<file path="config.mk">
export PLATFORM = sky130hd
export DESIGN_NAME = jk_cmd_gen_flat
export DESIGN_NICKNAME = d
export VERILOG_FILES = /design/src/rtl/jk_cmd_gen_if.sv /design/src/rtl/jk_cmd_gen.sv /design/src/flat_wrapper.sv
export SDC_FILE = /design/constraint.sdc
export NUM_CORES = 1
export LEC_CHECK = 0
export ABC_CLOCK_PERIOD_IN_PS = 2600
export CAP_MARGIN = 20
export CORE_UTILIZATION = 35
export CTS_CLUSTER_DIAMETER = 50
export DETAILED_ROUTE_END_ITERATION = 6
export HOLD_SLACK_MARGIN = 0.1
export REMOVE_ABC_BUFFERS = 1
export SKIP_LAST_GASP = 1
export SLEW_MARGIN = 20
export SYNTH_ARGS = -nofsm -noshare
export SYNTH_HDL_FRONTEND = slang
export SYNTH_SLANG_ARGS = --single-unit
</file>
<file path="constraint.sdc">
create_clock -name clk -period 2.6 [get_ports clk]
set_input_delay 0.52 -clock clk [delete_from_list [all_inputs] [get_ports clk]]
set_output_delay 0.52 -clock clk [all_outputs]
set_load 0.05 [all_outputs]
</file>
<file path="src/rtl/jk_cmd_gen_if.sv">
// Request/command bundle between the raw request lines, enables and the
// JK command stage outputs.
interface jk_cmd_gen_if;
    logic       req_set;
    logic       req_clr;
    logic       req_tgl;
    logic       en;
    logic       conflict_clr;
    logic       j;
    logic       k;
    logic       conflict;
    logic [7:0] cmd_cnt;

    modport master (
        output req_set, req_clr, req_tgl, en, conflict_clr,
        input  j, k, conflict, cmd_cnt
    );

    modport slave (
        input  req_set, req_clr, req_tgl, en, conflict_clr,
        output j, k, conflict, cmd_cnt
    );
endinterface

</file>
<file path="src/rtl/jk_cmd_gen.sv">
// Synchronises, debounces and edge-detects three raw request lines, then
// arbitrates them into a registered single-cycle {j,k} command.
module jk_cmd_gen #(
    parameter int unsigned DEBOUNCE_CYCLES = 16,
    parameter int unsigned CNT_W           = 5
) (
    input logic        clk,
    input logic        rst_n,
    jk_cmd_gen_if.slave bus
);

    typedef enum logic [1:0] {StLow, StRise, StHigh, StFall} deb_state_e;

    localparam logic [CNT_W-1:0] CntLast = CNT_W'(DEBOUNCE_CYCLES - 1);
    localparam logic [CNT_W-1:0] CntOne  = CNT_W'(1);

    // Channel order: 0 = set, 1 = clear, 2 = toggle.
    logic [2:0] req;
    logic [2:0] evt;

    assign req = {bus.req_tgl, bus.req_clr, bus.req_set};

    for (genvar ch = 0; ch < 3; ch++) begin : g_chan
        logic             sync1_q, sync2_q;
        deb_state_e       state_q, state_d;
        logic [CNT_W-1:0] cnt_q, cnt_d;
        logic             evt_q, evt_d;

        always_ff @(posedge clk or negedge rst_n) begin
            if (!rst_n) begin
                sync1_q <= 1'b0;
                sync2_q <= 1'b0;
                state_q <= StLow;
                cnt_q   <= '0;
                evt_q   <= 1'b0;
            end else begin
                sync1_q <= req[ch];
                sync2_q <= sync1_q;
                state_q <= state_d;
                cnt_q   <= cnt_d;
                evt_q   <= evt_d;
            end
        end

        // The sample that leaves a stable state counts as the first of the run.
        always_comb begin
            state_d = state_q;
            cnt_d   = cnt_q;
            evt_d   = 1'b0;
            unique case (state_q)
                StLow: begin
                    if (sync2_q) begin
                        cnt_d   = CntOne;
                        state_d = StRise;
                    end
                end
                StRise: begin
                    if (!sync2_q) begin
                        cnt_d   = '0;
                        state_d = StLow;
                    end else if (cnt_q == CntLast) begin
                        state_d = StHigh;
                        evt_d   = 1'b1;
                    end else begin
                        cnt_d = cnt_q + CntOne;
                    end
                end
                StHigh: begin
                    if (!sync2_q) begin
                        cnt_d   = CntOne;
                        state_d = StFall;
                    end
                end
                StFall: begin
                    if (sync2_q) begin
                        cnt_d   = '0;
                        state_d = StHigh;
                    end else if (cnt_q == CntLast) begin
                        state_d = StLow;
                    end else begin
                        cnt_d = cnt_q + CntOne;
                    end
                end
                default: state_d = StLow;
            endcase
        end

        assign evt[ch] = evt_q;
    end

    logic       j_q, j_d;
    logic       k_q, k_d;
    logic       conflict_q, conflict_d;
    logic [7:0] cmd_cnt_q, cmd_cnt_d;

    always_comb begin
        j_d = 1'b0;
        k_d = 1'b0;
        if (evt[2]) begin
            j_d = 1'b1;
            k_d = 1'b1;
        end else if (evt[0] && !evt[1]) begin
            j_d = 1'b1;
        end else if (evt[1] && !evt[0]) begin
            k_d = 1'b1;
        end
        if (!bus.en) begin
            j_d = 1'b0;
            k_d = 1'b0;
        end

        // A new conflict outranks a simultaneous clear, and is flagged even when disabled.
        conflict_d = conflict_q;
        if (bus.conflict_clr) conflict_d = 1'b0;
        if (evt[0] && evt[1]) conflict_d = 1'b1;

        cmd_cnt_d = cmd_cnt_q + ((j_d || k_d) ? 8'd1 : 8'd0);
    end

    always_ff @(posedge clk or negedge rst_n) begin
        if (!rst_n) begin
            j_q        <= 1'b0;
            k_q        <= 1'b0;
            conflict_q <= 1'b0;
            cmd_cnt_q  <= 8'd0;
        end else begin
            j_q        <= j_d;
            k_q        <= k_d;
            conflict_q <= conflict_d;
            cmd_cnt_q  <= cmd_cnt_d;
        end
    end

    assign bus.j        = j_q;
    assign bus.k        = k_q;
    assign bus.conflict = conflict_q;
    assign bus.cmd_cnt  = cmd_cnt_q;

endmodule
</file>
<file path="src/flat_wrapper.sv">
// flat-port wrapper written by rule: the top's interface ports become plain ports
module jk_cmd_gen_flat 
#(
    parameter int unsigned DEBOUNCE_CYCLES = 16,
    parameter int unsigned CNT_W           = 5
)
  (clk, rst_n, bus_req_set, bus_req_clr, bus_req_tgl, bus_en, bus_conflict_clr, bus_j, bus_k, bus_conflict, bus_cmd_cnt);
  jk_cmd_gen_if bus_i ();
  input logic clk;
  input logic rst_n;
  input wire logic [$bits(bus_i.req_set)-1:0] bus_req_set;
  input wire logic [$bits(bus_i.req_clr)-1:0] bus_req_clr;
  input wire logic [$bits(bus_i.req_tgl)-1:0] bus_req_tgl;
  input wire logic [$bits(bus_i.en)-1:0] bus_en;
  input wire logic [$bits(bus_i.conflict_clr)-1:0] bus_conflict_clr;
  output wire logic [$bits(bus_i.j)-1:0] bus_j;
  output wire logic [$bits(bus_i.k)-1:0] bus_k;
  output wire logic [$bits(bus_i.conflict)-1:0] bus_conflict;
  output wire logic [$bits(bus_i.cmd_cnt)-1:0] bus_cmd_cnt;
  assign bus_i.req_set = bus_req_set;
  assign bus_i.req_clr = bus_req_clr;
  assign bus_i.req_tgl = bus_req_tgl;
  assign bus_i.en = bus_en;
  assign bus_i.conflict_clr = bus_conflict_clr;
  assign bus_j = bus_i.j;
  assign bus_k = bus_i.k;
  assign bus_conflict = bus_i.conflict;
  assign bus_cmd_cnt = bus_i.cmd_cnt;
  jk_cmd_gen #(.DEBOUNCE_CYCLES(DEBOUNCE_CYCLES), .CNT_W(CNT_W)) u_core (.clk(clk), .rst_n(rst_n), .bus(bus_i));
endmodule
</file>
==> impl_metrics.xml, run 1 <==
<?xml version="1.0" encoding="UTF-8"?>
<metrics>
  <group name="synth">
    <metric name="postSynthRegisterBits" unit="">41</metric>
    <metric name="most_common_cell_in_the_netlist" unit="">sky130_fd_sc_hd__dfrtp_1</metric>
    <metric name="synth.top_cell.area_share" unit="%">54.81</metric>
    <metric name="yosys.cell_types.count" unit="">45</metric>
    <metric name="yosysTopAreaCell" unit="">sky130_fd_sc_hd__dfrtp_1</metric>
    <metric name="synth_area_per_cell" unit="um2">12.00</metric>
    <metric name="postSynth.topFlopCell" unit="">sky130_fd_sc_hd__dfrtp_1</metric>
    <metric name="number_of_synthesized_flops_with_an_enable_pin" unit="">0</metric>
    <metric name="ys_top_cells_by_area" unit="">sky130_fd_sc_hd__dfrtp_1, sky130_fd_sc_hd__nand3_1, sky130_fd_sc_hd__ha_1</metric>
    <metric name="combined_area_of_all_synthesized_cells" unit="um2">1872</metric>
    <metric name="post_synth_inst_count" unit="">156</metric>
    <metric name="yosys-top-cells-count" unit="">sky130_fd_sc_hd__dfrtp_1, sky130_fd_sc_hd__nand3_1, sky130_fd_sc_hd__inv_1</metric>
    <metric name="yosysSeqAreaShare" unit="%">54.81</metric>
    <metric name="async_reset_ff_share" unit="%">100.0</metric>
    <metric name="synthesis.yosys.warnings" unit="">0</metric>
  </group>
  <group name="cells_and_area">
    <metric name="nets" unit="">187</metric>
    <metric name="n_antenna_cell" unit="">0</metric>
    <metric name="layout.cell_area.non_filler" unit="um2">2201</metric>
    <metric name="area.growth.synth_to_final" unit="%">17.58</metric>
    <metric name="layout.filler_cells" unit="">506</metric>
    <metric name="final_layout_size_suffix_gt1_share" unit="%">13.07</metric>
    <metric name="layout.cells.non_filler" unit="">246</metric>
  </group>
  <group name="sta">
    <metric name="tightestPinTransition" unit="ns">0.8617</metric>
    <metric name="finalWorstPathRequiredPeriod" unit="ns">2.056</metric>
    <metric name="finalSetupTns" unit="ns">0</metric>
    <metric name="finalCritPeriodShare" unit="%">79.09</metric>
    <metric name="report.final.setup_viol" unit="">0</metric>
    <metric name="final-hold-violation-count" unit="">0</metric>
    <metric name="final.hold.worst_slack" unit="ns">0.3376</metric>
    <metric name="timing.fmax" unit="MHz">486.3</metric>
    <metric name="final.setup.worst_slack" unit="ns">0.5438</metric>
    <metric name="fin_skew" unit="ns">0.006433</metric>
    <metric name="slew_viol_final" unit="">0</metric>
    <metric name="grt_setup_unrepaired" unit="">no</metric>
    <metric name="worst_slew_margin_relative_to_its_limit" unit="%">42.55</metric>
  </group>
  <group name="pwr">
    <metric name="netSwitchingPower" unit="W">0.0002723</metric>
    <metric name="p_clk_share" unit="%">36.9</metric>
    <metric name="internal-power" unit="W">0.0009324</metric>
    <metric name="power.ir.vdd_worst" unit="mV">0.4552</metric>
    <metric name="sw_frac_of_total" unit="%">22.60</metric>
    <metric name="combPwrFrac" unit="%">6.3</metric>
    <metric name="leakagePower" unit="nW">1.004</metric>
    <metric name="power_density_over_the_cells" unit="nW/um2">547.4</metric>
    <metric name="seq_power_share" unit="%">56.8</metric>
  </group>
  <group name="clock_tree">
    <metric name="cts_resized" unit="">0</metric>
    <metric name="cts-buffers-inserted" unit="">5</metric>
    <metric name="cts_post_setup_buffers_inserted" unit="">0</metric>
    <metric name="clk_root_buffer_cell" unit="">sky130_fd_sc_hd__clkbuf_8</metric>
    <metric name="tritoncts" unit="">yes</metric>
    <metric name="cts-hold-fix-buffers" unit="">0</metric>
    <metric name="clk_transition_reported_paths" unit="ns">0.07</metric>
    <metric name="clock_latency" unit="ns">0.29</metric>
    <metric name="clock_path_buffers" unit="">2</metric>
    <metric name="htreeDepth" unit="">2</metric>
    <metric name="numClockSinks" unit="">41</metric>
  </group>
  <group name="worst_setup_path">
    <metric name="worst-endpoint-arrival" unit="ns">1.54</metric>
    <metric name="start_kind" unit="">flip-flop</metric>
    <metric name="critical_path_s_top_delay_family" unit="">buffers and inverters</metric>
    <metric name="worst_setup_path_end_kind" unit="">output port</metric>
    <metric name="r2r.worst_path.cells" unit="">7</metric>
    <metric name="cp_num_buf_inv" unit="">1</metric>
    <metric name="path_max_fanout" unit="">5</metric>
    <metric name="critical_path.max_stage_delay" unit="ns">0.83</metric>
    <metric name="critical_path_class" unit="">flip-flop to output port</metric>
    <metric name="critPathSlowestCell" unit="">sky130_fd_sc_hd__clkdlybuf4s50_1</metric>
    <metric name="r2r_slack" unit="ns">0.88</metric>
    <metric name="critical_path.reg2reg.startpoint" unit="">u_core.g_chan[1].evt_q</metric>
    <metric name="worst-endpoint-required" unit="ns">2.08</metric>
    <metric name="crit_chain" unit="">clkdlybuf4s50_1</metric>
    <metric name="capture_point_of_the_worst_reg_to_reg_path" unit="">u_core.bus.cmd_cnt[7]</metric>
    <metric name="crit_path_start" unit="">u_core.bus.cmd_cnt[3]</metric>
  </group>
  <group name="drt">
    <metric name="iteration_count_of_the_initial_detailed_routing_pass" unit="">4</metric>
    <metric name="ant_nets" unit="">0</metric>
    <metric name="route.final.wire_length" unit="um">3275</metric>
    <metric name="post-route-drc-count" unit="">0</metric>
    <metric name="first_iter_violations" unit="">63</metric>
    <metric name="routed_via_density" unit="">4.992</metric>
    <metric name="post_drt_wl_per_cell" unit="um">13.31</metric>
    <metric name="routed-via-count" unit="">1228</metric>
  </group>
  <group name="die">
    <metric name="rows" unit="">26</metric>
    <metric name="dieHeight" unit="um">75.13</metric>
    <metric name="ios" unit="">18</metric>
    <metric name="design.core.area" unit="um2">5140</metric>
    <metric name="initial_core_utilization" unit="%">36.42</metric>
    <metric name="chipWidth" unit="um">75.13</metric>
    <metric name="dieArea" unit="um2">5645</metric>
  </group>
  <group name="placed_design">
    <metric name="setup_slack_after_placement" unit="ns">0.5130</metric>
    <metric name="detailed_place.area" unit="um2">2100</metric>
    <metric name="place.port_buffers" unit="">17</metric>
    <metric name="gpl.final_weighted_congestion" unit="">0.7374</metric>
    <metric name="dp_cells" unit="">238</metric>
    <metric name="dp_hpwl" unit="um">2333</metric>
  </group>
  <group name="outcome">
    <metric name="outcome" unit="">completed</metric>
  </group>
  <group name="grt">
    <metric name="total_global_route_track_usage" unit="%">13.20</metric>
    <metric name="grt_pass1_vias" unit="">1221</metric>
    <metric name="maximum_number_of_pins_on_one_net_before_global_route_repair" unit="">42</metric>
    <metric name="wire_length_of_the_first_global_routing_pass" unit="um">5526</metric>
    <metric name="antenna_violations_before_repair" unit="">0</metric>
    <metric name="global_route.overflow_total" unit="">0</metric>
  </group>
  <group name="min_path">
    <metric name="path_class_of_the_lowest_slack_min_delay_path" unit="">primary input to async pin</metric>
  </group>
  <group name="job">
    <metric name="maxCapViolations" unit="">0</metric>
  </group>
</metrics>
[kinds of logic after synthesis]
group	after synthesis	synth area share (%)
simple gates	53	17.72
flops	41	54.81
compound gates	28	11.77
buf+inv	13	2.942
xor+xnor	11	6.351
mux	5	3.075
fa+ha+maj	5	3.342
[state kept, by name, summed over array words and instances (netlist names), named ones only]
register               count
u_core.bus.cmd_cnt         8
u_core.bus.j               1
u_core.g_chan.state_q      3
u_core.g_chan.cnt_q       15
u_core.g_chan.sync2_q      3
u_core.bus.conflict        1
u_core.g_chan.evt_q        3
u_core.g_chan.sync1_q      3
u_core.bus.k               1
[power by group through the flow]
stage / logic [W] / registers [W] / clock network, W
after global placement: 0.0000727 / 0.000693 / 0
after CTS: 0.0000779 / 0.000683 / 0.000464
after detailed placement: 0.0000770 / 0.000696 / 0
after floorplan: 0.0000480 / 0.000689 / 0
final: 0.0000762 / 0.000684 / 0.000444
after global routing: 0.0000877 / 0.000687 / 0.000489
[per-stage QoR]
step,total power (W),util [%]
2_1_floorplan,0.0007369,-
3_3_place_gp,0.0007657,40.85
3_5_place_dp,0.0007730,40.85
4_1_cts,0.001225,42.82
5_1_grt,0.001264,42.82
6_report,0.001205,42.82
[routing by layer]
layer / track usage (%) / share of wire, % / routed length, um
met2: 19.62 / 45 / 1485
met1: 18.02 / 49 / 1613
met3: 3.748 / 3.6 / 118
met5: 0 / 0 / 0
met4: 5.967 / 1.7 / 57
[area by class of cell]
| type | instances | area (um2) | area share, % |
|---|---|---|---|
| sequential | 41 | 1026 | 46.62 |
| timing repair buffer | 17 | 165.2 | 7.504 |
| clock inverter | 1 | 5.005 | 0.2274 |
| tap | 70 | 87.58 | 3.980 |
| multi-input combinational | 102 | 790.8 | 35.93 |
| clock buffer | 7 | 96.34 | 4.377 |
| inverter | 8 | 30.03 | 1.364 |
[how the worst max path moves through the flow]
stage               cells past startpoint  slack [ns]                    end
finish                                  1        0.54         bus_cmd_cnt[3]
global route                            1        0.48         bus_cmd_cnt[2]
CTS                                     1        0.53         bus_cmd_cnt[2]
global placement                        7        0.55  u_core.bus.cmd_cnt[5]
floorplan                               6        0.97  u_core.bus.cmd_cnt[2]
detailed placement                      7        0.51  u_core.bus.cmd_cnt[7]
[layout by cell type, fill, tap and decap left out, types with 2 or more instances in the layout]
cell type	instances
sky130_fd_sc_hd__nand2_1	6
sky130_fd_sc_hd__mux2_1	2
sky130_fd_sc_hd__o21a_1	4
sky130_fd_sc_hd__o211ai_1	5
sky130_fd_sc_hd__o22ai_1	3
sky130_fd_sc_hd__a21oi_1	2
sky130_fd_sc_hd__xor2_1	2
sky130_fd_sc_hd__nand2_2	2
sky130_fd_sc_hd__and4b_1	4
sky130_fd_sc_hd__nor2b_1	6
sky130_fd_sc_hd__o21ai_1	2
sky130_fd_sc_hd__and3_1	3
sky130_fd_sc_hd__nor3b_1	3
sky130_fd_sc_hd__nand4_1	3
sky130_fd_sc_hd__a2bb2oi_1	2
sky130_fd_sc_hd__clkbuf_8	7
sky130_fd_sc_hd__xnor2_1	6
sky130_fd_sc_hd__nand3_1	15
sky130_fd_sc_hd__clkdlybuf4s50_1	16
sky130_fd_sc_hd__xor2_2	3
sky130_fd_sc_hd__mux2i_1	2
sky130_fd_sc_hd__dfrtp_1	41
sky130_fd_sc_hd__inv_1	8
sky130_fd_sc_hd__ha_1	5
sky130_fd_sc_hd__o21ai_0	2
sky130_fd_sc_hd__nand4b_1	2
Note: power is estimated with default switching activity, not from simulation.
==> run 2: changes to the inputs <==
Settings changed: ABC_CLOCK_PERIOD_IN_PS 2600 to 2050.
Clock period 2.6 ns to 2.05 ns, I/O delays scaled along.
==> impl_metrics.xml, run 2 (synthesis results as in run 1) <==
<?xml version="1.0" encoding="UTF-8"?>
<metrics>
  <group name="outcome">
    <metric name="outcome" unit="">completed</metric>
  </group>
  <group name="grt">
    <metric name="wire_length_of_the_first_global_routing_pass" unit="um">5630</metric>
    <metric name="global_route.overflow_total" unit="">0</metric>
    <metric name="total_global_route_track_usage" unit="%">13.69</metric>
    <metric name="maximum_number_of_pins_on_one_net_before_global_route_repair" unit="">42</metric>
    <metric name="grt_pass1_vias" unit="">1191</metric>
    <metric name="antenna_violations_before_repair" unit="">0</metric>
  </group>
  <group name="die">
    <metric name="dieHeight" unit="um">75.13</metric>
    <metric name="design.core.area" unit="um2">5140</metric>
    <metric name="ios" unit="">18</metric>
    <metric name="dieArea" unit="um2">5645</metric>
    <metric name="rows" unit="">26</metric>
    <metric name="initial_core_utilization" unit="%">36.42</metric>
    <metric name="chipWidth" unit="um">75.13</metric>
  </group>
  <group name="worst_setup_path">
    <metric name="cp_num_buf_inv" unit="">1</metric>
    <metric name="worst_setup_path_end_kind" unit="">output port</metric>
    <metric name="start_kind" unit="">flip-flop</metric>
    <metric name="crit_chain" unit="">clkdlybuf4s50_1</metric>
    <metric name="r2r_slack" unit="ns">0.34</metric>
    <metric name="worst-endpoint-arrival" unit="ns">1.54</metric>
    <metric name="critical_path_class" unit="">flip-flop to output port</metric>
    <metric name="critical_path.max_stage_delay" unit="ns">0.83</metric>
    <metric name="critical_path_s_top_delay_family" unit="">buffers and inverters</metric>
    <metric name="worst-endpoint-required" unit="ns">1.64</metric>
    <metric name="path_max_fanout" unit="">5</metric>
    <metric name="critPathSlowestCell" unit="">sky130_fd_sc_hd__clkdlybuf4s50_1</metric>
  </group>
  <group name="cells_and_area">
    <metric name="sequential_cell_area" unit="um2">1026</metric>
    <metric name="layout_commonest_cell" unit="">sky130_fd_sc_hd__dfrtp_1</metric>
    <metric name="multi_input_area" unit="um2">790.8</metric>
    <metric name="mostFrequentLayoutCells" unit="">sky130_fd_sc_hd__dfrtp_1, sky130_fd_sc_hd__clkdlybuf4s50_1, sky130_fd_sc_hd__nand3_1</metric>
    <metric name="final_layout_size_suffix_gt1_share" unit="%">13.56</metric>
    <metric name="n_antenna_cell" unit="">0</metric>
    <metric name="layout.filler_cells" unit="">492</metric>
    <metric name="area.growth.synth_to_final" unit="%">19.72</metric>
    <metric name="nets" unit="">188</metric>
    <metric name="layout.cell_area.non_filler" unit="um2">2241</metric>
    <metric name="largest_register_ff_count" unit="">15</metric>
    <metric name="largest-register" unit="">u_core.g_chan.cnt_q</metric>
  </group>
  <group name="job">
    <metric name="maxCapViolations" unit="">0</metric>
  </group>
  <group name="sta">
    <metric name="finalCritPeriodShare" unit="%">95.14</metric>
    <metric name="fin_skew" unit="ns">0.009789</metric>
    <metric name="report.final.setup_viol" unit="">0</metric>
    <metric name="worst_slew_margin_relative_to_its_limit" unit="%">65.97</metric>
    <metric name="timing.fmax" unit="MHz">512.7</metric>
    <metric name="finalWorstPathRequiredPeriod" unit="ns">1.950</metric>
    <metric name="tightestPinTransition" unit="ns">0.5088</metric>
    <metric name="final-hold-violation-count" unit="">0</metric>
    <metric name="grt_setup_unrepaired" unit="">no</metric>
    <metric name="slew_viol_final" unit="">0</metric>
    <metric name="finalSetupTns" unit="ns">0</metric>
  </group>
  <group name="pwr">
    <metric name="internal-power" unit="W">0.001363</metric>
    <metric name="sw_frac_of_total" unit="%">20.69</metric>
    <metric name="total_power" unit="W">0.001719</metric>
    <metric name="p_clk_share" unit="%">43.8</metric>
    <metric name="seq_power_share" unit="%">50.5</metric>
    <metric name="leakagePower" unit="nW">1.023</metric>
    <metric name="netSwitchingPower" unit="W">0.0003556</metric>
    <metric name="combPwrFrac" unit="%">5.7</metric>
    <metric name="power_density_over_the_cells" unit="nW/um2">767.0</metric>
    <metric name="power.ir.vdd_worst" unit="mV">0.5207</metric>
  </group>
  <group name="clock_tree">
    <metric name="cts_post_setup_buffers_inserted" unit="">0</metric>
    <metric name="cts_resized" unit="">0</metric>
    <metric name="cts-buffers-inserted" unit="">5</metric>
    <metric name="clk_root_buffer_cell" unit="">sky130_fd_sc_hd__clkbuf_8</metric>
    <metric name="cts-hold-fix-buffers" unit="">0</metric>
    <metric name="tritoncts" unit="">yes</metric>
    <metric name="htreeDepth" unit="">2</metric>
    <metric name="numClockSinks" unit="">41</metric>
    <metric name="clk_transition_reported_paths" unit="ns">0.08</metric>
    <metric name="clock_latency" unit="ns">0.29</metric>
    <metric name="clock_path_buffers" unit="">2</metric>
  </group>
  <group name="drt">
    <metric name="ant_nets" unit="">0</metric>
    <metric name="routed_via_density" unit="">5.012</metric>
    <metric name="iteration_count_of_the_initial_detailed_routing_pass" unit="">5</metric>
    <metric name="post_drt_wl_per_cell" unit="um">13.17</metric>
    <metric name="first_iter_violations" unit="">44</metric>
    <metric name="route.final.wire_length" unit="um">3252</metric>
    <metric name="post-route-drc-count" unit="">0</metric>
    <metric name="routed-via-count" unit="">1238</metric>
  </group>
  <group name="placed_design">
    <metric name="detailed_place.area" unit="um2">2107</metric>
    <metric name="dp_hpwl" unit="um">2316</metric>
    <metric name="gpl.final_weighted_congestion" unit="">0.7418</metric>
    <metric name="place.port_buffers" unit="">17</metric>
  </group>
  <group name="min_path">
    <metric name="path_class_of_the_lowest_slack_min_delay_path" unit="">primary input to async pin</metric>
  </group>
</metrics>
## run 2: changes by cell type in the layout (fill, tap and decap cells not counted)
cell                        before  now
sky130_fd_sc_hd__bufinv_16       0    2
sky130_fd_sc_hd__clkbuf_8        7    5
sky130_fd_sc_hd__buf_4           0    1
## run 2: final timing paths
check | start | to | depth (start not counted)
max in group asynchronous | rst_n | u_core.bus.cmd_cnt[2] | 2
min reg2reg | u_core.g_chan[1].sync1_q | u_core.g_chan[1].sync2_q | 0
max reg2reg | u_core.g_chan[1].evt_q | u_core.bus.cmd_cnt[7] | 7
max | u_core.bus.cmd_cnt[2] | bus_cmd_cnt[2] | 1
min in group clk | u_core.g_chan[1].sync1_q | u_core.g_chan[1].sync2_q | 0
min | rst_n | async pin | 2
## run 2: per-stage QoR
stage / std cells / hold slack (ns) / worst slack, ns / utilization (%)
after floorplan: 151 / 0.1144 / 0.4206 / -
after global placement: 239 / 0.3349 / 0.1148 / 40.99
after detailed placement: 239 / 0.3347 / 0.06659 / 40.99
after CTS: 247 / 0.1852 / 0.08619 / 43.60
after global routing: 247 / 0.2247 / 0.04734 / 43.60
final: 247 / 0.1738 / 0.09960 / 43.60
## run 2: layer usage
| metal | track usage [%] | wire length, um | vias to the layer above |
|---|---|---|---|
| li1 | - | - | 604 |
| met1 | 18.97 | 1586 | 608 |
| met2 | 19.72 | 1489 | 21 |
| met3 | 4.150 | 133 | 5 |
| met4 | 6.379 | 42 | 0 |
| met5 | 0 | 0 | - |
## run 2: power by group through the flow
stage	Sequential, W	Combinational (W)	Clock, W
CTS	0.000867	0.000100	0.000776
finish	0.000868	0.0000988	0.000752
global placement	0.000879	0.0000938	0
floorplan	0.000874	0.0000609	0
detailed placement	0.000882	0.000101	0
global route	0.000873	0.000115	0.000805
## run 2: cell type report
class	count	share of cell area (%)
clock inverter	3	2.903
inverter	8	1.340
clock buffer	5	3.071
sequential	41	45.78
tap	70	3.908
multi-input combinational	102	35.29
timing repair buffer	18	7.705
==> run 3: changes to the inputs <==
Settings changed: RECOVER_POWER set to 50.
==> impl_metrics.xml, run 3 (synthesis results as in run 1) <==
<?xml version="1.0" encoding="UTF-8"?>
<metrics>
  <group name="placed_design">
    <metric name="dp_cells" unit="">239</metric>
    <metric name="place.port_buffers" unit="">17</metric>
    <metric name="dp_hpwl" unit="um">2316</metric>
    <metric name="gpl.final_weighted_congestion" unit="">0.7418</metric>
  </group>
  <group name="cells_and_area">
    <metric name="n_antenna_cell" unit="">0</metric>
    <metric name="largest-register" unit="">u_core.g_chan.cnt_q</metric>
    <metric name="mostFrequentLayoutCells" unit="">sky130_fd_sc_hd__dfrtp_1, sky130_fd_sc_hd__nand3_1, sky130_fd_sc_hd__clkdlybuf4s50_1</metric>
    <metric name="area.growth.synth_to_final" unit="%">19.59</metric>
    <metric name="layout.filler_cells" unit="">491</metric>
    <metric name="sequential_cell_area" unit="um2">1026</metric>
    <metric name="multi_input_area" unit="um2">790.8</metric>
    <metric name="layout_commonest_cell" unit="">sky130_fd_sc_hd__dfrtp_1</metric>
    <metric name="nets" unit="">188</metric>
    <metric name="layout.core_utilization" unit="%">43.55</metric>
    <metric name="layout.cells.non_filler" unit="">247</metric>
    <metric name="largest_register_ff_count" unit="">15</metric>
    <metric name="final_layout_size_suffix_gt1_share" unit="%">13.56</metric>
  </group>
  <group name="grt">
    <metric name="total_global_route_track_usage" unit="%">13.69</metric>
    <metric name="globalRouteMet1Util" unit="%">18.97</metric>
    <metric name="global_route.overflow_total" unit="">0</metric>
    <metric name="global_route.peak_usage_layer" unit="">met2</metric>
    <metric name="maximum_number_of_pins_on_one_net_before_global_route_repair" unit="">42</metric>
    <metric name="grt_util_met2" unit="%">19.72</metric>
    <metric name="met3_usage" unit="%">4.150</metric>
    <metric name="wire_length_of_the_first_global_routing_pass" unit="um">5630</metric>
    <metric name="grt_pass1_vias" unit="">1191</metric>
    <metric name="antenna_violations_before_repair" unit="">0</metric>
  </group>
  <group name="worst_setup_path">
    <metric name="critical_path_class" unit="">flip-flop to output port</metric>
    <metric name="critical_path_s_top_delay_family" unit="">buffers and inverters</metric>
    <metric name="worst-endpoint-required" unit="ns">1.64</metric>
    <metric name="critPathSlowestCell" unit="">sky130_fd_sc_hd__clkdlybuf4s50_1</metric>
    <metric name="start_kind" unit="">flip-flop</metric>
    <metric name="critical_path.max_stage_delay" unit="ns">0.83</metric>
    <metric name="path_max_fanout" unit="">5</metric>
    <metric name="cp_num_buf_inv" unit="">1</metric>
    <metric name="worst-endpoint-arrival" unit="ns">1.54</metric>
    <metric name="crit_chain" unit="">clkdlybuf4s50_1</metric>
    <metric name="worst_setup_path_end_kind" unit="">output port</metric>
  </group>
  <group name="sta">
    <metric name="grt_setup_unrepaired" unit="">no</metric>
    <metric name="tightestPinTransition" unit="ns">0.9798</metric>
    <metric name="final-hold-violation-count" unit="">0</metric>
    <metric name="worst_slew_margin_relative_to_its_limit" unit="%">34.68</metric>
    <metric name="finalSetupTns" unit="ns">0</metric>
    <metric name="report.final.setup_viol" unit="">0</metric>
    <metric name="finalCritPeriodShare" unit="%">95.32</metric>
    <metric name="fin_skew" unit="ns">0.009837</metric>
    <metric name="finalWorstPathRequiredPeriod" unit="ns">1.954</metric>
    <metric name="timing.fmax" unit="MHz">511.7</metric>
    <metric name="slew_viol_final" unit="">0</metric>
  </group>
  <group name="die">
    <metric name="design.core.area" unit="um2">5140</metric>
    <metric name="rows" unit="">26</metric>
    <metric name="dieHeight" unit="um">75.13</metric>
    <metric name="chipWidth" unit="um">75.13</metric>
    <metric name="dieArea" unit="um2">5645</metric>
    <metric name="initial_core_utilization" unit="%">36.42</metric>
    <metric name="ios" unit="">18</metric>
  </group>
  <group name="clock_tree">
    <metric name="clk_root_buffer_cell" unit="">sky130_fd_sc_hd__clkbuf_8</metric>
    <metric name="clock_latency" unit="ns">0.29</metric>
    <metric name="cts_post_setup_buffers_inserted" unit="">0</metric>
    <metric name="clk_transition_reported_paths" unit="ns">0.08</metric>
    <metric name="tritoncts" unit="">yes</metric>
    <metric name="htreeDepth" unit="">2</metric>
    <metric name="clock_path_buffers" unit="">2</metric>
    <metric name="cts_resized" unit="">0</metric>
    <metric name="cts-hold-fix-buffers" unit="">0</metric>
    <metric name="cts-buffers-inserted" unit="">5</metric>
    <metric name="numClockSinks" unit="">41</metric>
  </group>
  <group name="drt">
    <metric name="routed-via-count" unit="">1234</metric>
    <metric name="ant_nets" unit="">0</metric>
    <metric name="post-route-drc-count" unit="">0</metric>
    <metric name="first_iter_violations" unit="">43</metric>
    <metric name="iteration_count_of_the_initial_detailed_routing_pass" unit="">4</metric>
    <metric name="routed_via_density" unit="">4.996</metric>
    <metric name="post_drt_wl_per_cell" unit="um">13.23</metric>
    <metric name="route.final.wire_length" unit="um">3267</metric>
  </group>
  <group name="job">
    <metric name="maxCapViolations" unit="">0</metric>
  </group>
  <group name="pwr">
    <metric name="leakagePower" unit="nW">1.023</metric>
    <metric name="power.ir.vdd_worst" unit="mV">0.5245</metric>
    <metric name="power_density_over_the_cells" unit="nW/um2">770.9</metric>
  </group>
  <group name="outcome">
    <metric name="outcome" unit="">completed</metric>
  </group>
  <group name="min_path">
    <metric name="path_class_of_the_lowest_slack_min_delay_path" unit="">primary input to async pin</metric>
  </group>
</metrics>
run 3: changes by cell type in the layout (fill, tap and decap cells not counted):
cell / before / now
sky130_fd_sc_hd__buf_4: 1 / 0
sky130_fd_sc_hd__clkbuf_2: 0 / 1
sky130_fd_sc_hd__dlygate4sd3_1: 0 / 3
sky130_fd_sc_hd__clkdlybuf4s50_1: 16 / 13
run 3: path summary, 6_finish.rpt:
check | slack (ns) | endpoint | from | cells past startpoint
max reg2reg | 0.34 | u_core.bus.cmd_cnt[7] | u_core.g_chan[1].evt_q | 7
min | 0.35 | async pin | rst_n | 2
max | 0.1 | bus_cmd_cnt[2] | u_core.bus.cmd_cnt[2] | 1
max in group asynchronous | 1.10 | u_core.bus.cmd_cnt[2] | rst_n | 2
min in group clk | 0.35 | u_core.g_chan[1].sync2_q | u_core.g_chan[1].sync1_q | 0
min reg2reg | 0.35 | u_core.g_chan[1].sync2_q | u_core.g_chan[1].sync1_q | 0
run 3: stage by stage:
step                      hold slack [ns]  setup slack [ns]   power, W  cell area (um2)
after floorplan                    0.1144            0.4206  0.0009346             1847
after global placement             0.3349            0.1148  0.0009727             2107
after detailed placement           0.3347           0.06659  0.0009832             2107
after CTS                          0.1852           0.08619   0.001743             2241
after global routing               0.3710           0.04734   0.001791             2238
final                              0.3497           0.09587   0.001725             2238
run 3: layout make-up:
type                    instances  area share, %
multi-input cells             102          35.33
well taps                      70          3.913
clock inverters                 3          2.907
repair buffers                 18          7.602
flip-flops and latches         41          45.84
clock buffers                   5          3.074
inverters                       8          1.342
run 3: where the power goes:
group / total, W / internal [W] / switching (W) / leakage, nW
registers: 0.000867 / 0.000832 / 0.0000354 / 0.543
clock network: 0.000761 / 0.000484 / 0.000277 / 0.0681
logic: 0.0000973 / 0.0000458 / 0.0000516 / 0.411
run 3: routing by layer:
| metal | share of wire [%] | up-vias |
|---|---|---|
| met3 | 4.1 | 5 |
| met2 | 44 | 21 |
| met1 | 49 | 606 |
| li1 | - | 602 |
| met4 | 2.0 | 0 |
| met5 | 0 | - |
